$ cat src/rtl/inst_encoder_if.sv
// Handshake bundle between a field producer, the instruction encoder, and the
// instruction-memory load logic. The master drives fields and out_ready.
interface inst_encoder_if #(
  parameter int unsigned ADDR_W = 32
);
  logic              in_valid;
  logic              in_ready;
  logic [2:0]        in_class;
  logic [4:0]        in_rd;
  logic [4:0]        in_rs1;
  logic [4:0]        in_rs2;
  logic [2:0]        in_funct3;
  logic [6:0]        in_funct7;
  logic [11:0]       in_imm;
  logic              out_valid;
  logic              out_ready;
  logic [31:0]       out_inst;
  logic [ADDR_W-1:0] out_addr;

  modport master (
    output in_valid, in_class, in_rd, in_rs1, in_rs2, in_funct3, in_funct7, in_imm,
    output out_ready,
    input  in_ready, out_valid, out_inst, out_addr
  );

  modport slave (
    input  in_valid, in_class, in_rd, in_rs1, in_rs2, in_funct3, in_funct7, in_imm,
    input  out_ready,
    output in_ready, out_valid, out_inst, out_addr
  );
endinterface

$ cat src/rtl/inst_encoder.sv
// Packs decoded RV32 fields into instruction words and streams them with an
// auto-incrementing, wrapping byte address through an output reg + skid buffer.
module inst_encoder #(
  parameter int unsigned       ADDR_W = 32,
  parameter logic [ADDR_W-1:0] BASE   = '0,
  parameter int unsigned       DEPTH  = 64
) (
  input  logic           clk,
  input  logic           reset,
  input  logic           flush,
  inst_encoder_if.slave  bus,
  output logic           err_illegal
);

  localparam logic [6:0] OP_REGALU = 7'b0110011;
  localparam logic [6:0] OP_IMMALU = 7'b0010011;
  localparam logic [6:0] OP_LOAD   = 7'b0000011;
  localparam logic [6:0] OP_STORE  = 7'b0100011;
  localparam logic [6:0] OP_PAUSE  = 7'b0001111;
  localparam logic [ADDR_W-1:0] LAST_ADDR = BASE + ADDR_W'(4 * (DEPTH - 1));

  logic              out_valid_q, out_valid_d;
  logic [31:0]       out_inst_q,  out_inst_d;
  logic              skid_valid_q, skid_valid_d;
  logic [31:0]       skid_inst_q, skid_inst_d;
  logic [ADDR_W-1:0] addr_q,      addr_d;
  logic              err_q,       err_d;

  logic [31:0] enc_word;
  logic        enc_legal;
  logic        accept;
  logic        xfer;

  always_comb begin
    enc_word  = '0;
    enc_legal = 1'b1;
    case (bus.in_class)
      3'd0: enc_word = {bus.in_funct7, bus.in_rs2, bus.in_rs1, bus.in_funct3, bus.in_rd, OP_REGALU};
      3'd1: begin
        // Shift-immediate forms carry funct7 in the upper immediate bits.
        if (bus.in_funct3 == 3'b001 || bus.in_funct3 == 3'b101)
          enc_word = {bus.in_funct7, bus.in_imm[4:0], bus.in_rs1, bus.in_funct3, bus.in_rd, OP_IMMALU};
        else
          enc_word = {bus.in_imm, bus.in_rs1, bus.in_funct3, bus.in_rd, OP_IMMALU};
      end
      3'd2: enc_word = {bus.in_imm, bus.in_rs1, bus.in_funct3, bus.in_rd, OP_LOAD};
      3'd3: enc_word = {bus.in_imm[11:5], bus.in_rs2, bus.in_rs1, bus.in_funct3, bus.in_imm[4:0], OP_STORE};
      3'd4: enc_word = {bus.in_funct7, bus.in_rs2, bus.in_rs1, bus.in_funct3, bus.in_rd, OP_PAUSE};
      default: enc_legal = 1'b0;
    endcase
  end

  // Handshakes: a beat moves on a rising edge where valid && ready are both 1.
  // in_ready depends only on registered skid state and reset, never on in_valid.
  assign bus.in_ready  = !skid_valid_q && !reset;
  assign accept        = bus.in_valid && bus.in_ready;
  assign xfer          = out_valid_q && bus.out_ready;
  assign bus.out_valid = out_valid_q;
  assign bus.out_inst  = out_inst_q;
  assign bus.out_addr  = addr_q;
  assign err_illegal   = err_q;

  always_comb begin
    out_valid_d  = out_valid_q;
    out_inst_d   = out_inst_q;
    skid_valid_d = skid_valid_q;
    skid_inst_d  = skid_inst_q;
    addr_d       = addr_q;
    err_d        = err_q;
    if (flush) begin
      out_valid_d  = 1'b0;
      skid_valid_d = 1'b0;
    end else begin
      if (xfer)
        addr_d = (addr_q == LAST_ADDR) ? BASE : addr_q + ADDR_W'(4);
      if (accept && !enc_legal)
        err_d = 1'b1;
      if (xfer || !out_valid_q) begin
        if (skid_valid_q) begin
          out_valid_d  = 1'b1;
          out_inst_d   = skid_inst_q;
          skid_valid_d = 1'b0;
        end else if (accept && enc_legal) begin
          out_valid_d = 1'b1;
          out_inst_d  = enc_word;
        end else begin
          out_valid_d = 1'b0;
        end
      end else if (accept && enc_legal) begin
        skid_valid_d = 1'b1;
        skid_inst_d  = enc_word;
      end
    end
  end

  always_ff @(posedge clk) begin
    if (reset) begin
      out_valid_q  <= 1'b0;
      out_inst_q   <= '0;
      skid_valid_q <= 1'b0;
      skid_inst_q  <= '0;
      addr_q       <= BASE;
      err_q        <= 1'b0;
    end else begin
      out_valid_q  <= out_valid_d;
      out_inst_q   <= out_inst_d;
      skid_valid_q <= skid_valid_d;
      skid_inst_q  <= skid_inst_d;
      addr_q       <= addr_d;
      err_q        <= err_d;
    end
  end

endmodule

$ cat src/flat_wrapper.sv
// flat-port wrapper written by rule: the top's interface ports become plain ports
module inst_encoder_flat 
#(
  parameter int unsigned       ADDR_W = 32,
  parameter logic [ADDR_W-1:0] BASE   = '0,
  parameter int unsigned       DEPTH  = 64
)
  (clk, reset, flush, err_illegal, bus_in_valid, bus_in_class, bus_in_rd, bus_in_rs1, bus_in_rs2, bus_in_funct3, bus_in_funct7, bus_in_imm, bus_out_ready, bus_in_ready, bus_out_valid, bus_out_inst, bus_out_addr);
  inst_encoder_if #(.ADDR_W(ADDR_W)) bus_i ();
  input  logic clk;
  input  logic reset;
  input  logic flush;
  output logic err_illegal;
  input wire logic [$bits(bus_i.in_valid)-1:0] bus_in_valid;
  input wire logic [$bits(bus_i.in_class)-1:0] bus_in_class;
  input wire logic [$bits(bus_i.in_rd)-1:0] bus_in_rd;
  input wire logic [$bits(bus_i.in_rs1)-1:0] bus_in_rs1;
  input wire logic [$bits(bus_i.in_rs2)-1:0] bus_in_rs2;
  input wire logic [$bits(bus_i.in_funct3)-1:0] bus_in_funct3;
  input wire logic [$bits(bus_i.in_funct7)-1:0] bus_in_funct7;
  input wire logic [$bits(bus_i.in_imm)-1:0] bus_in_imm;
  input wire logic [$bits(bus_i.out_ready)-1:0] bus_out_ready;
  output wire logic [$bits(bus_i.in_ready)-1:0] bus_in_ready;
  output wire logic [$bits(bus_i.out_valid)-1:0] bus_out_valid;
  output wire logic [$bits(bus_i.out_inst)-1:0] bus_out_inst;
  output wire logic [$bits(bus_i.out_addr)-1:0] bus_out_addr;
  assign bus_i.in_valid = bus_in_valid;
  assign bus_i.in_class = bus_in_class;
  assign bus_i.in_rd = bus_in_rd;
  assign bus_i.in_rs1 = bus_in_rs1;
  assign bus_i.in_rs2 = bus_in_rs2;
  assign bus_i.in_funct3 = bus_in_funct3;
  assign bus_i.in_funct7 = bus_in_funct7;
  assign bus_i.in_imm = bus_in_imm;
  assign bus_i.out_ready = bus_out_ready;
  assign bus_in_ready = bus_i.in_ready;
  assign bus_out_valid = bus_i.out_valid;
  assign bus_out_inst = bus_i.out_inst;
  assign bus_out_addr = bus_i.out_addr;
  inst_encoder #(.ADDR_W(ADDR_W), .BASE(BASE), .DEPTH(DEPTH)) u_core (.clk(clk), .reset(reset), .flush(flush), .bus(bus_i), .err_illegal(err_illegal));
endmodule
$ cat config.mk
export PLATFORM = sky130hd
export DESIGN_NAME = inst_encoder_flat
export DESIGN_NICKNAME = d
export VERILOG_FILES = /design/src/rtl/inst_encoder_if.sv /design/src/rtl/inst_encoder.sv /design/src/flat_wrapper.sv
export SDC_FILE = /design/constraint.sdc
export NUM_CORES = 1
export LEC_CHECK = 0
export ABC_AREA = 1
export CORE_UTILIZATION = 50
export CTS_CLUSTER_DIAMETER = 100
export CTS_CLUSTER_SIZE = 16
export DETAILED_ROUTE_END_ITERATION = 8
export PLACE_DENSITY = 0.82
export SETUP_SLACK_MARGIN = 0.2
export SYNTH_ARGS = -nofsm -noshare
export SYNTH_HDL_FRONTEND = slang
export SYNTH_SLANG_ARGS = --single-unit
$ cat constraint.sdc
create_clock -name clk -period 1.6 [get_ports clk]
set_input_delay 0.24 -clock clk [delete_from_list [all_inputs] [get_ports clk]]
set_output_delay 0.24 -clock clk [all_outputs]
set_load 0.01 [all_outputs]
### After elaboration in Yosys (flattened, before gate mapping)

Cells that the tools add are included.

| cells by class | value |
|---|---|
| bitwise logic cells | 2 |
| shift operators | 0 |
| eq/ne operators | 7 |
| reduce and logical (&&, ||, !) cells | 20 |
| divide/modulo/power cells | 0 |
| mux-type cells | 8 |
| multipliers | 0 |
| add/subtract/negate cells | 1 |
| $lt $le $gt $ge | 0 |

Operators with widths:

| operator | count |
|---|---|
| $pmux 32 s5 | 1 |
| $mux 32 | 4 |
| $add 32x3->32 const B | 1 |
| $eq 32x8->1 const B | 1 |
| $eq 3x1->1 const B | 2 |
| $eq 3x2->1 const B | 2 |
| $eq 3x3->1 const B | 2 |
| $reduce_and 3->1 | 2 |
| $logic_and 1x1->1 | 5 |
| $reduce_or 5->1 | 1 |
| $logic_not 1->1 | 4 |
| $reduce_and 2->1 | 2 |
| $logic_not 3->1 | 1 |
| $mux 1 | 3 |
| $reduce_or 3->1 | 1 |
| $logic_or 1x1->1 | 2 |
| $not 1->1 | 2 |
| $reduce_bool 2->1 | 1 |
| $reduce_or 2->1 | 1 |

| word-level totals | value |
|---|---|
| memories kept | 0 |
| register bits | 99 |
| output and inout bits | 67 |
| memory bits (writable) | 0 |
| bits in latches | 0 |
| ROM bits | 0 |

### Logic depth before layout (Yosys ltp)

| logic depth | value |
|---|---|
| depth after elaboration | 6 |
| mapped depth | 12 |
| gate-level depth less buffers | 10 |

### Worst setup path before layout

No wires, ideal clock.

| path | value |
|---|---|
| path kind | reg-to-reg |
| from | register u_core.addr_q[2], in the netlist u_core.bus.out_addr[2] |
| to | register u_core.addr_q[20], in the netlist u_core.bus.out_addr[20] |
| path buffers | 0 |
| cell stages (with the launch flop) | 11 |
| slack | 0.016 ns |
| setup time | 0.113 ns |
| data required time | 1.487 ns |
| arrival | 1.471 ns |
| cells stage by stage | dfxtp_1 -> ha_1 -> nand2_1 -> nor2_1 -> nand2_1 -> nor2_2 -> nand2_2 -> nor2_2 -> nand2_1 -> nand2_1 -> nor2_1 |

| on the way | value |
|---|---|
| cells in the longest elaborated chain, start to end | 2 |
| elaborated cells between the ends (all ways) | 3 |
| those cells by class | 1 x add/sub; 1 x eq/ne; 1 x mux |

RTL lines:

| what | RTL line | source |
|---|---|---|
| start: declaration | inst_encoder.sv:26 | `logic [ADDR_W-1:0] addr_q, addr_d;` |
| start signal: assignment | inst_encoder.sv:109 | `addr_q <= addr_d;` |
| $add 32x3->32 or $eq 32x8->1 (tied branches) | inst_encoder.sv:75 | `addr_d = (addr_q == LAST_ADDR) ? BASE : addr_q + ADDR_W'(4);` |
| $mux 32 * | inst_encoder.sv:75 |  |

Mark *: on every way between the ends. The rest lies on a longest branch, timed or not.
A chain may end at the register's enable or synchronous reset.

### Worst setup path in the final report

| path | value |
|---|---|
| from | register u_core.out_valid_q, in the netlist u_core.bus.out_valid |
| to | register u_core.skid_inst_q[23] |

| on the way | value |
|---|---|
| cells in the longest elaborated chain, start to end | 4 |
| elaborated cells between the ends (all ways) | 5 |
| those cells by class | 1 x bitwise; 4 x reduce/logical |

RTL lines:

| what | RTL line | source |
|---|---|---|
| start: declaration | inst_encoder.sv:22 | `logic out_valid_q, out_valid_d;` |
| start signal: assignment | inst_encoder.sv:105 | `out_valid_q <= out_valid_d;` |
| $logic_and 1x1->1 or $logic_not 1->1 (tied branches) | inst_encoder.sv:57, inst_encoder.sv:78 |  |
| $logic_or 1x1->1 * | inst_encoder.sv:78 | `if (xfer \|\| !out_valid_q) begin` |
| $not 1->1 (no source line) * | - |  |
| $reduce_and 3->1 (no source line) * | - |  |
| end signal: assignment | inst_encoder.sv:108 | `skid_inst_q <= skid_inst_d;` |
| end: declaration | inst_encoder.sv:25 | `logic [31:0] skid_inst_q, skid_inst_d;` |

Marks and branches as above.

==> flow_summary.json <==
{
  "status": "finished with violations",
  "violations": "setup timing",
  "cellPowerDensity_nw_per_um2": 597.2,
  "synth.avg_cell_area_um2": 6.479,
  "dpl.hpwl_um": 10010,
  "yosysWarnings": 0,
  "via_count": 5895,
  "whs_path_depth": 3,
  "ys_types": 42,
  "reg2reg_to": "u_core.skid_inst_q[23]",
  "cts-buffers-inserted": 9,
  "reg2regPathDepth": 8,
  "rsz0062_at_grt": "yes",
  "grt_pass1_wl_um": 22770,
  "r2r_setup_slack_ps": -20,
  "required_ps": 1890,
  "h-tree-depth": 3,
  "drtIter0Drc": 450,
  "synthFlopType": "dfxtp_1",
  "final_nets": 971,
  "yosysTopAreaCell": "dfxtp_1",
  "antenna_found_initial": 0,
  "cp_max_fo": 7,
  "clock_sinks": 91,
  "die_h_um": 101.0,
  "cp_data_arrival_time_ps": 1910,
  "drv_cap": 0,
  "fin_crit_ps": 1621,
  "final_common_cell": "nand2_1",
  "ir_worst_vdd_uv": 537.4,
  "clock.fmax_mhz": 617.0,
  "clock-root-buffer": "clkbuf_8",
  "ctsHoldBuffers": 0,
  "crit_end": "u_core.skid_inst_q[23]",
  "final_area_um2": 7575,
  "firstDrtPassIters": 6,
  "grt.total_usage_pct": 27.97,
  "endpoint_kind": "register",
  "postRouteAntennaNets": 0,
  "routedWlPerCell_um": 17.14,
  "viasPerCell": 5.567,
  "syn_area_um2": 4898,
  "placed_cell_area_um2": 6420,
  "leakage_uw": 0.003350,
  "layout.cells.non_filler": 1059,
  "dp_cells": 1012,
  "die_w_um": 101.0,
  "hold_viol": 0,
  "clk_pin_slew_worst_paths_ps": 110,
  "syn_to_final_growth_pct": 54.64,
  "grt_pass1_vias": 5059,
  "wl_um": 18150,
  "yosysSeqAreaShare_pct": 37.19,
  "clk_path_buf_depth": 2,
  "fp.coreArea_um2": 9371,
  "period_share_pct": 101.3,
  "synthTopCellsByArea": "dfxtp_1 37%, nand2_1 18%, nor2_1 10%",
  "drive_gt1_share_pct": 28.71,
  "skew_ps": 23.53,
  "critPathLaunch": "u_core.bus.out_valid",
  "layout_common_cells": "198 x nand2_1, 97 x nor2_1, 73 x inv_1",
  "gp_congestion": 0.8722,
  "cts_tree": "built",
  "worstSetupPathType": "reg2reg",
  "start_util_pct": 52.27,
  "synth_top_area_share_pct": 37.19,
  "dieArea_um2": 10200,
  "worstSetupStartpointType": "register",
  "synth-seq-cells": 91,
  "finalSetupViolations": 1,
  "clock_latency_ps": 370,
  "synthCells": 756,
  "drc": 0,
  "synth-edff-count": 0,
  "io_pins": 112,
  "row_count": 35,
  "rr_startpoint": "u_core.bus.out_valid",
  "grt_max_degree": 33,
  "gr-total-overflow": 0,
  "layout_setup_ws_ps": -20.78,
  "num_antenna_cells": 0,
  "maxSlewViolCount": 0,
  "synthArstFlopShare_pct": 0,
  "portBuffers": 108,
  "hold_path_class": "in2reg"
}
==> per-layer routing <==
metal  GRT usage (%)  share of wire [%]  wire, um  vias up
met5               0                  0         0        -
met1           33.12                 37      6738     2743
li1                -                  -         -     2685
met3           4.438                8.9      1610       92
met4           10.14                4.8       877        0
met2           50.84                 49      8927      375
==> synth_stat cells (2+ instances only) <==
master	number
nand3_1	28
nand2_4	4
buf_6	6
o21ai_0	23
nor3_1	7
clkbuf_1	10
nor2_1	132
xnor2_1	3
nand2_1	236
nor3_2	2
nand2_2	5
a21oi_2	10
nand4_1	10
and2_1	5
nor2_2	7
o211ai_1	5
inv_1	75
nor2_4	2
a21oi_1	48
xor2_1	7
buf_4	8
dfxtp_1	91
inv_2	3
buf_2	10
nand3_2	2
==> critical path, stage by stage (launching register included) <==
cell and delay [ps]:
dfxtp_2 370, inv_2 30, or2_4 250, nor3_4 240, buf_6 140, buf_6 110, buf_16 120, o21ai_0 90
a21oi_1 200
==> logic make-up after synthesis <==
family                     after synthesis  synth area share (%)
AOI/OAI and AO/OA                       93                 10.98
xor gates and xnor gates                10                 1.788
adders and majority gates                1                0.2554
buffers and inverters                  114                 10.63
DFF                                     91                 37.19
other                                    1               0.07655
and+or+nand+nor                        446                 39.08
==> metrics by stage <==
step | worst slack, ps | util [%] | power, uW | hold slack, ps | TNS (ps)
CTS | 12.18 | 73.03 | 4356 | 326.7 | 0
floorplan | 202.5 | - | 2625 | 394.1 | 0
finish | -20.78 | 80.83 | 4524 | 343.7 | -20.78
detailed placement | -362.7 | 68.50 | 2902 | 442.8 | -17120
global route | -48.74 | 80.83 | 4662 | 346.6 | -98.54
global placement | -285.2 | 68.50 | 2891 | 434.2 | -12360
==> registers in the layout, indices dropped and copies added, names as in the netlist <==
| signal | flops |
|---|---|
| u_core.bus.out_valid | 1 |
| u_core.skid_valid_q | 1 |
| u_core.bus.out_inst | 29 |
| u_core.err_illegal | 1 |
| u_core.skid_inst_q | 29 |
| u_core.bus.out_addr | 30 |
==> how the worst min path moves through the flow <==
stage                                       from                 endpoint  slack, ps
after floorplan                  bus_in_class[2]    u_core.skid_inst_q[3]        390
after global placement    u_core.skid_inst_q[13]   u_core.skid_inst_q[13]        430
after detailed placement  u_core.skid_inst_q[15]   u_core.skid_inst_q[15]        440
after CTS                                  reset  u_core.bus.out_addr[29]        330
after global routing                       reset  u_core.bus.out_addr[25]        350
final                                      reset  u_core.bus.out_addr[29]        340
==> layout make-up <==
class                   instances  area [um^2]
multi-input cells             553         3098
repair buffers                191         1934
flip-flops and latches         91         1881
fillers                       593         1797
inverters                      79        312.8
well taps                     129        161.4
clock buffers                  11        151.4
clock inverters                 5        36.28
==> timing repair <==
item                                    CTS  global route
setup buffers                            11             9
gates cloned                              3             8
pin swaps                                13            45
gates resized for setup                 132           132
endpoints found under the setup margin  140            81
==> power by group <==
group | internal (uW) | switching (uW) | total [uW]
logic | 304 | 382 | 686
registers | 2280 | 17.0 | 2290
clock network | 654 | 891 | 1540
total | 3230 | 1290 | 4520
Power figures use the tool's default switching activity.
